## config.mk

```make
export PLATFORM = sky130hd
export DESIGN_NAME = matrix_operand_loader_flat
export DESIGN_NICKNAME = d
export VERILOG_FILES = /design/src/rtl/matrix_operand_loader_if.sv /design/src/rtl/matrix_operand_loader.sv /design/src/flat_wrapper.sv
export SDC_FILE = /design/constraint.sdc
export NUM_CORES = 1
export LEC_CHECK = 0
export CAP_MARGIN = 20
export CORE_MARGIN = 10
export CORE_UTILIZATION = 51
export DETAILED_ROUTE_END_ITERATION = 16
export GPL_ROUTABILITY_DRIVEN = 0
export MAX_ROUTING_LAYER = met4
export PLACE_DENSITY = 0.83
export SETUP_SLACK_MARGIN = 0.3
export SLEW_MARGIN = 20
export SYNTH_ARGS = -nofsm -noshare
export SYNTH_HDL_FRONTEND = slang
export SYNTH_SLANG_ARGS = --single-unit
```

## constraint.sdc

```tcl
create_clock -name clk -period 6.8 [get_ports clk]
set_input_delay 0.68 -clock clk [delete_from_list [all_inputs] [get_ports clk]]
set_output_delay 0.68 -clock clk [all_outputs]
set_load 0.02 [all_outputs]
```

## src/rtl/matrix_operand_loader_if.sv

```systemverilog
// Element-stream and adder-operand bundle for matrix_operand_loader.
// MATLOAD_ABORT_EN adds the s_abort request line.
interface matrix_operand_loader_if #(
    parameter int ELEM_W = 16,
    parameter int N_ELEM = 16
);
    logic                     s_valid;
    logic                     s_ready;
    logic [ELEM_W-1:0]        s_data;
    logic                     s_op;
`ifdef MATLOAD_ABORT_EN
    logic                     s_abort;
`endif
    logic [ELEM_W*N_ELEM-1:0] dataa;
    logic [ELEM_W*N_ELEM-1:0] datab;
    logic                     add_sub;
    logic [1:0]               in_select;
    logic                     busy;
    logic                     done;

    modport master (
        output s_valid, s_data, s_op,
`ifdef MATLOAD_ABORT_EN
        output s_abort,
`endif
        input  s_ready, dataa, datab, add_sub, in_select, busy, done
    );

    modport slave (
        input  s_valid, s_data, s_op,
`ifdef MATLOAD_ABORT_EN
        input  s_abort,
`endif
        output s_ready, dataa, datab, add_sub, in_select, busy, done
    );
endinterface

```

## src/rtl/matrix_operand_loader.sv

```systemverilog
// Assembles operand matrices A then B from an element stream and issues one add/sub to the adder.
// Optional feature: define MATLOAD_ABORT_EN to honour s_abort while loading.
module matrix_operand_loader #(
    parameter int ELEM_W     = 16,
    parameter int N_ELEM     = 16,
    parameter int RESULT_LAT = 1
) (
    input  logic                  clk,
    input  logic                  reset,
    matrix_operand_loader_if.slave bus
);
    localparam int CNT_W = (N_ELEM > 1) ? $clog2(N_ELEM) : 1;

    typedef enum logic [1:0] {
        S_LOAD_A,
        S_LOAD_B,
        S_ISSUE,
        S_WAIT
    } state_t;

    state_t                   r_state;
    state_t                   w_state_nxt;
    logic [CNT_W-1:0]         r_cnt;
    logic [CNT_W-1:0]         w_cnt_nxt;
    logic [3:0]               r_wcnt;
    logic [3:0]               w_wcnt_nxt;
    logic [ELEM_W*N_ELEM-1:0] r_dataa;
    logic [ELEM_W*N_ELEM-1:0] r_datab;
    logic                     r_add_sub;
    logic [1:0]               w_in_select;
    logic                     w_busy;
    logic                     w_done;
    logic                     w_loading;
    logic                     w_ready;
    logic                     w_abort;
    logic                     w_accept;
    logic                     w_last;

    assign w_loading = (r_state == S_LOAD_A) || (r_state == S_LOAD_B);
    assign w_ready   = w_loading && !reset;

`ifdef MATLOAD_ABORT_EN
    // Abort only applies before the operation is committed; it beats a same-cycle element.
    assign w_abort   = w_loading && bus.s_abort;
`else
    assign w_abort   = 1'b0;
`endif

    assign w_accept  = bus.s_valid && w_ready && !w_abort;
    assign w_last    = (r_cnt == CNT_W'(N_ELEM - 1));

    always_ff @(posedge clk) begin
        if (reset) begin
            r_state <= S_LOAD_A;
            r_cnt   <= '0;
            r_wcnt  <= '0;
        end else begin
            r_state <= w_state_nxt;
            r_cnt   <= w_cnt_nxt;
            r_wcnt  <= w_wcnt_nxt;
        end
    end

    always_comb begin
        w_state_nxt = r_state;
        w_cnt_nxt   = r_cnt;
        w_wcnt_nxt  = r_wcnt;
        w_in_select = 2'b11;
        w_busy      = 1'b0;
        w_done      = 1'b0;
        case (r_state)
            S_LOAD_A: begin
                if (w_abort) begin
                    w_cnt_nxt = '0;
                end else if (w_accept) begin
                    if (w_last) begin
                        w_cnt_nxt   = '0;
                        w_state_nxt = S_LOAD_B;
                    end else begin
                        w_cnt_nxt = r_cnt + CNT_W'(1);
                    end
                end
            end
            S_LOAD_B: begin
                if (w_abort) begin
                    w_cnt_nxt   = '0;
                    w_state_nxt = S_LOAD_A;
                end else if (w_accept) begin
                    if (w_last) begin
                        w_cnt_nxt   = '0;
                        w_state_nxt = S_ISSUE;
                    end else begin
                        w_cnt_nxt = r_cnt + CNT_W'(1);
                    end
                end
            end
            S_ISSUE: begin
                w_in_select = 2'b00;
                w_busy      = 1'b1;
                w_wcnt_nxt  = '0;
                w_state_nxt = S_WAIT;
            end
            S_WAIT: begin
                w_busy = 1'b1;
                // The adder result lands RESULT_LAT edges after the issue edge.
                if (r_wcnt == 4'(RESULT_LAT - 1)) begin
                    w_done      = 1'b1;
                    w_state_nxt = S_LOAD_A;
                end else begin
                    w_wcnt_nxt = r_wcnt + 4'd1;
                end
            end
            default: begin
                w_state_nxt = S_LOAD_A;
                w_cnt_nxt   = '0;
            end
        endcase
    end

    // Operands only change on accepted beats, so they stay stable through ISSUE/WAIT.
    always_ff @(posedge clk) begin
        if (reset) begin
            r_dataa   <= '0;
            r_datab   <= '0;
            r_add_sub <= 1'b0;
        end else if (w_accept) begin
            if (r_state == S_LOAD_A) begin
                r_dataa[ELEM_W*r_cnt +: ELEM_W] <= bus.s_data;
                if (r_cnt == '0) begin
                    r_add_sub <= bus.s_op;
                end
            end else begin
                r_datab[ELEM_W*r_cnt +: ELEM_W] <= bus.s_data;
            end
        end
    end

    assign bus.s_ready   = w_ready;
    assign bus.dataa     = r_dataa;
    assign bus.datab     = r_datab;
    assign bus.add_sub   = r_add_sub;
    assign bus.in_select = w_in_select;
    assign bus.busy      = w_busy;
    assign bus.done      = w_done;
endmodule

```

## src/flat_wrapper.sv

```systemverilog
// flat-port wrapper written by rule: the top's interface ports become plain ports
module matrix_operand_loader_flat 
#(
    parameter int ELEM_W     = 16,
    parameter int N_ELEM     = 16,
    parameter int RESULT_LAT = 1
)
  (clk, reset, bus_s_valid, bus_s_data, bus_s_op, bus_s_ready, bus_dataa, bus_datab, bus_add_sub, bus_in_select, bus_busy, bus_done);
  matrix_operand_loader_if #(.ELEM_W(ELEM_W), .N_ELEM(N_ELEM)) bus_i ();
  input  logic clk;
  input  logic reset;
  input wire logic [$bits(bus_i.s_valid)-1:0] bus_s_valid;
  input wire logic [$bits(bus_i.s_data)-1:0] bus_s_data;
  input wire logic [$bits(bus_i.s_op)-1:0] bus_s_op;
  output wire logic [$bits(bus_i.s_ready)-1:0] bus_s_ready;
  output wire logic [$bits(bus_i.dataa)-1:0] bus_dataa;
  output wire logic [$bits(bus_i.datab)-1:0] bus_datab;
  output wire logic [$bits(bus_i.add_sub)-1:0] bus_add_sub;
  output wire logic [$bits(bus_i.in_select)-1:0] bus_in_select;
  output wire logic [$bits(bus_i.busy)-1:0] bus_busy;
  output wire logic [$bits(bus_i.done)-1:0] bus_done;
  assign bus_i.s_valid = bus_s_valid;
  assign bus_i.s_data = bus_s_data;
  assign bus_i.s_op = bus_s_op;
  assign bus_s_ready = bus_i.s_ready;
  assign bus_dataa = bus_i.dataa;
  assign bus_datab = bus_i.datab;
  assign bus_add_sub = bus_i.add_sub;
  assign bus_in_select = bus_i.in_select;
  assign bus_busy = bus_i.busy;
  assign bus_done = bus_i.done;
  matrix_operand_loader #(.ELEM_W(ELEM_W), .N_ELEM(N_ELEM), .RESULT_LAT(RESULT_LAT)) u_core (.clk(clk), .reset(reset), .bus(bus_i));
endmodule
```

==> results.sh <==
export IMPL_run_status="finished, final reports clean"
export IMPL_hpwl_um=51790
export IMPL_grt_pass1_wl_um=109100
export IMPL_drive_gt1_share_pct=6.844
export IMPL_cp_end_kind="flip-flop"
export IMPL_dp_cells=2951
export IMPL_max_cap_viol_count=0
export IMPL_clock_sinks=523
export IMPL_clkTransAtPathRegs_ns=0.06
export IMPL_rsz0062_at_grt="false"
export IMPL_synth_top_cell_area_share_pct=49.33
export IMPL_worst_pin_slew_ns=1.223
export IMPL_yosys_warnings=0
export IMPL_hold_viol=0
export IMPL_final_core_util_pct=69.63
export IMPL_cts_setup_buffers=0
export IMPL_fmax_mhz=280.7
export IMPL_critical_path_arrival_ns=4.05
export IMPL_critPathLaunch="u_core.r_cnt[0]"
export IMPL_gr_usage_met1_pct=32.31
export IMPL_viasPerCell=5.457
export IMPL_stdcell_count=3045
export IMPL_route_detailed_drc=0
export IMPL_yosysTopAreaCell="dfxtp_1"
export IMPL_synth_edf_count=0
export IMPL_avgSynthCellArea_um2=10.60
export IMPL_critPathRequiredTime_ns=7.29
export IMPL_grt_pass1_vias=17250
export IMPL_p_per_area_mw_per_mm2=225.5
export IMPL_final_nets=2503
export IMPL_netlist_instances=2003
export IMPL_cpMaxStageDelayCell="or3_1"
export IMPL_reg2reg_slack_ns=3.24
export IMPL_clock_latency_ns=0.59
export IMPL_die_area_mm2=0.05018
export IMPL_min_path_cells=2
export IMPL_cts_tree="built"
export IMPL_fillers=3021
export IMPL_die_w_um=224.0
export IMPL_hp_class="flip-flop to flip-flop"
export IMPL_rows=74
export IMPL_clockBufferDepth=3
export IMPL_final_min_period_over_clock_period_pct=52.38
export IMPL_met2_usage_pct=46.95
export IMPL_grt_busiest_layer="met2"
export IMPL_rr_worst_depth=5
export IMPL_r2r_start="u_core.r_cnt[0]"
export IMPL_drt_pass1_iterations=5
export IMPL_p_leak_nw=12.58
export IMPL_synthArstFlopShare_pct=0
export IMPL_seq_area_mm2=0.01047
export IMPL_slew_headroom_pct=18.21
export IMPL_skew_ns=0.02419
export IMPL_start_util_pct=51.75
export IMPL_cp_slowest_stage_delay_ns=0.93
export IMPL_vias=16620
export IMPL_port_buffers=537
export IMPL_critical_path_max_fanout=33
export IMPL_fin_tns_setup_ns=0
export IMPL_syn_nets=2033
export IMPL_use_met3_pct=9.929
export IMPL_multi_input_area_mm2=0.01011
export IMPL_cts_buffers=52
export IMPL_ctsRootBufferMaster="clkbuf_16"
export IMPL_ctsResizeCount=0
export IMPL_crit_type="flip-flop to flip-flop"
export IMPL_ys_seq_elements=523
export IMPL_antenna_found_initial=0
export IMPL_track_usage_pct=29.12
export IMPL_holdWs_ns=0.4745
export IMPL_finalCriticalPeriod_ns=3.562
export IMPL_routedWlPerCell_um=24.34
export IMPL_synth_area_leaders="dfxtp_1 (49%), mux2i_1 (21%), nand2b_1 (14%)"
export IMPL_yosysSeqAreaShare_pct=49.33
export IMPL_totalWireLength_um=74110
export IMPL_regToRegEndpoint="u_core.bus.datab[242]"
export IMPL_cts_max_level=2
export IMPL_pin_count=538
export IMPL_die_y_um=224.0
export IMPL_hp_start="u_core.bus.dataa[152]"
export IMPL_cp_cell_sequence="nor3_1 -> ha_1 -> a211o_1 -> or3_1 -> mux2i_1"
export IMPL_grt_max_degree=148
export IMPL_grt_ovfl_total=0
export IMPL_ant_nets=0
export IMPL_synth_ff_type="dfxtp_1"
export IMPL_diodes=0
export IMPL_drtIter0Drc=1352
export IMPL_setup_viol=0
export IMPL_area_delta_synth_final_pct=34.55
export IMPL_cp_start_kind="flip-flop"
export IMPL_ys_types=57
export IMPL_peakVddDrop_mv=0.1757
export IMPL_final_max_slew_violation_count=0
export IMPL_total_power_mw=6.440
export IMPL_netlist_area_mm2=0.02123
export IMPL_holdPathEnd="u_core.bus.dataa[152]"
export IMPL_fp_coreArea_mm2=0.04102
export IMPL_ctsHoldBuffers=0
## flip-flops by register name, summed over array words and instances, names as in the netlist
name                flops
u_core.bus.add_sub      1
u_core.r_cnt            4
u_core.bus.dataa      256
u_core.r_wcnt           4
u_core.r_state          2
u_core.bus.datab      256
## metrics by stage
stage          area [µm²]  worst slack [ns]
3_5_place_dp        26760             3.269
2_1_floorplan       21230             4.105
4_1_cts             28560             3.281
3_3_place_gp        26760             3.353
5_1_grt             28560             2.960
6_report            28560             3.238
## worst max path at each step
stage,slack [ns],endpoint
after floorplan,4.11,bus_s_ready
final,3.24,u_core.bus.datab[242]
after detailed placement,3.27,u_core.bus.dataa[243]
after global routing,2.96,u_core.bus.datab[243]
after CTS,3.28,u_core.bus.datab[253]
after global placement,3.35,u_core.bus.dataa[208]
## final cells by class
type,instances,area share (%)
clock inverter,20,0.9200
timing repair buffer,551,19.17
clock buffer,74,5.375
multi-input combinational,1333,35.39
sequential,523,36.66
inverter,12,0.1577
tap,532,2.331
## cell usage in the layout (no fill, tap or decap), types with 11 or more instances in the layout
master	n
nor2_1	16
o21ai_0	78
clkdlybuf4s50_1	533
dfxtp_1	523
mux2i_1	449
a31o_2	11
nor3b_1	20
nand3_4	11
clkbuf_8	13
nand3_1	18
nor2b_1	36
clkbuf_16	53
nand2_1	134
clkinv_2	11
nand2b_1	463
buf_4	13
## Yosys cell counts (2+ instances only)
cell and n:
dfxtp_1 523, nand2b_1 463, mux2i_1 449, nand2_1 134, clkbuf_1 90, o21ai_0 78
nor2b_1 36, nor3b_1 21, buf_2 20, nand3_1 18, nor2_1 18, a31o_2 11
buf_4 11, nand3_4 11, a31o_1 10, buf_6 10, ha_1 10, inv_1 10
nand3_2 9, a21oi_1 7, nor3_1 5, nor4_4 4, o21ai_1 4, or3_1 4
and3_1 3, buf_1 3, nand2_4 3, nand3b_1 3, a2111oi_4 2, and3b_1 2
nand2_2 2, nor2_2 2, nor4_2 2, or2_2 2
## layer usage
metal | routed length (µm) | vias to the layer above
met5 | 0 | -
li1 | - | 7646
met3 | 6911 | 152
met2 | 35240 | 608
met4 | 3100 | 0
met1 | 28860 | 8212
## power breakdown
part	switching, mW	internal [mW]
combinational	0.218	0.110
clock	1.23	1.80
sequential	0.0105	3.07
## worst max-delay path: cells and delay by family (launching register included)
| family | cells | cell delay, ns |
|---|---|---|
| compound gates | 1 | 0.87 |
| fa+ha+maj | 1 | 0.60 |
| flops | 1 | 0.47 |
| mux | 1 | 0.28 |
| simple gates | 2 | 1.23 |
## kinds of logic after synthesis
kind of cell / synth area share [%]
AO/OA/AOI/OAI: 3.666
XOR/XNOR: 0.1179
adder cells (fa/ha/maj): 0.5894
buffers and inverters: 3.271
flip-flops: 49.33
multiplexers: 21.17
AND/OR/NAND/NOR: 21.86
Note: power is estimated with default switching activity, not from simulation.
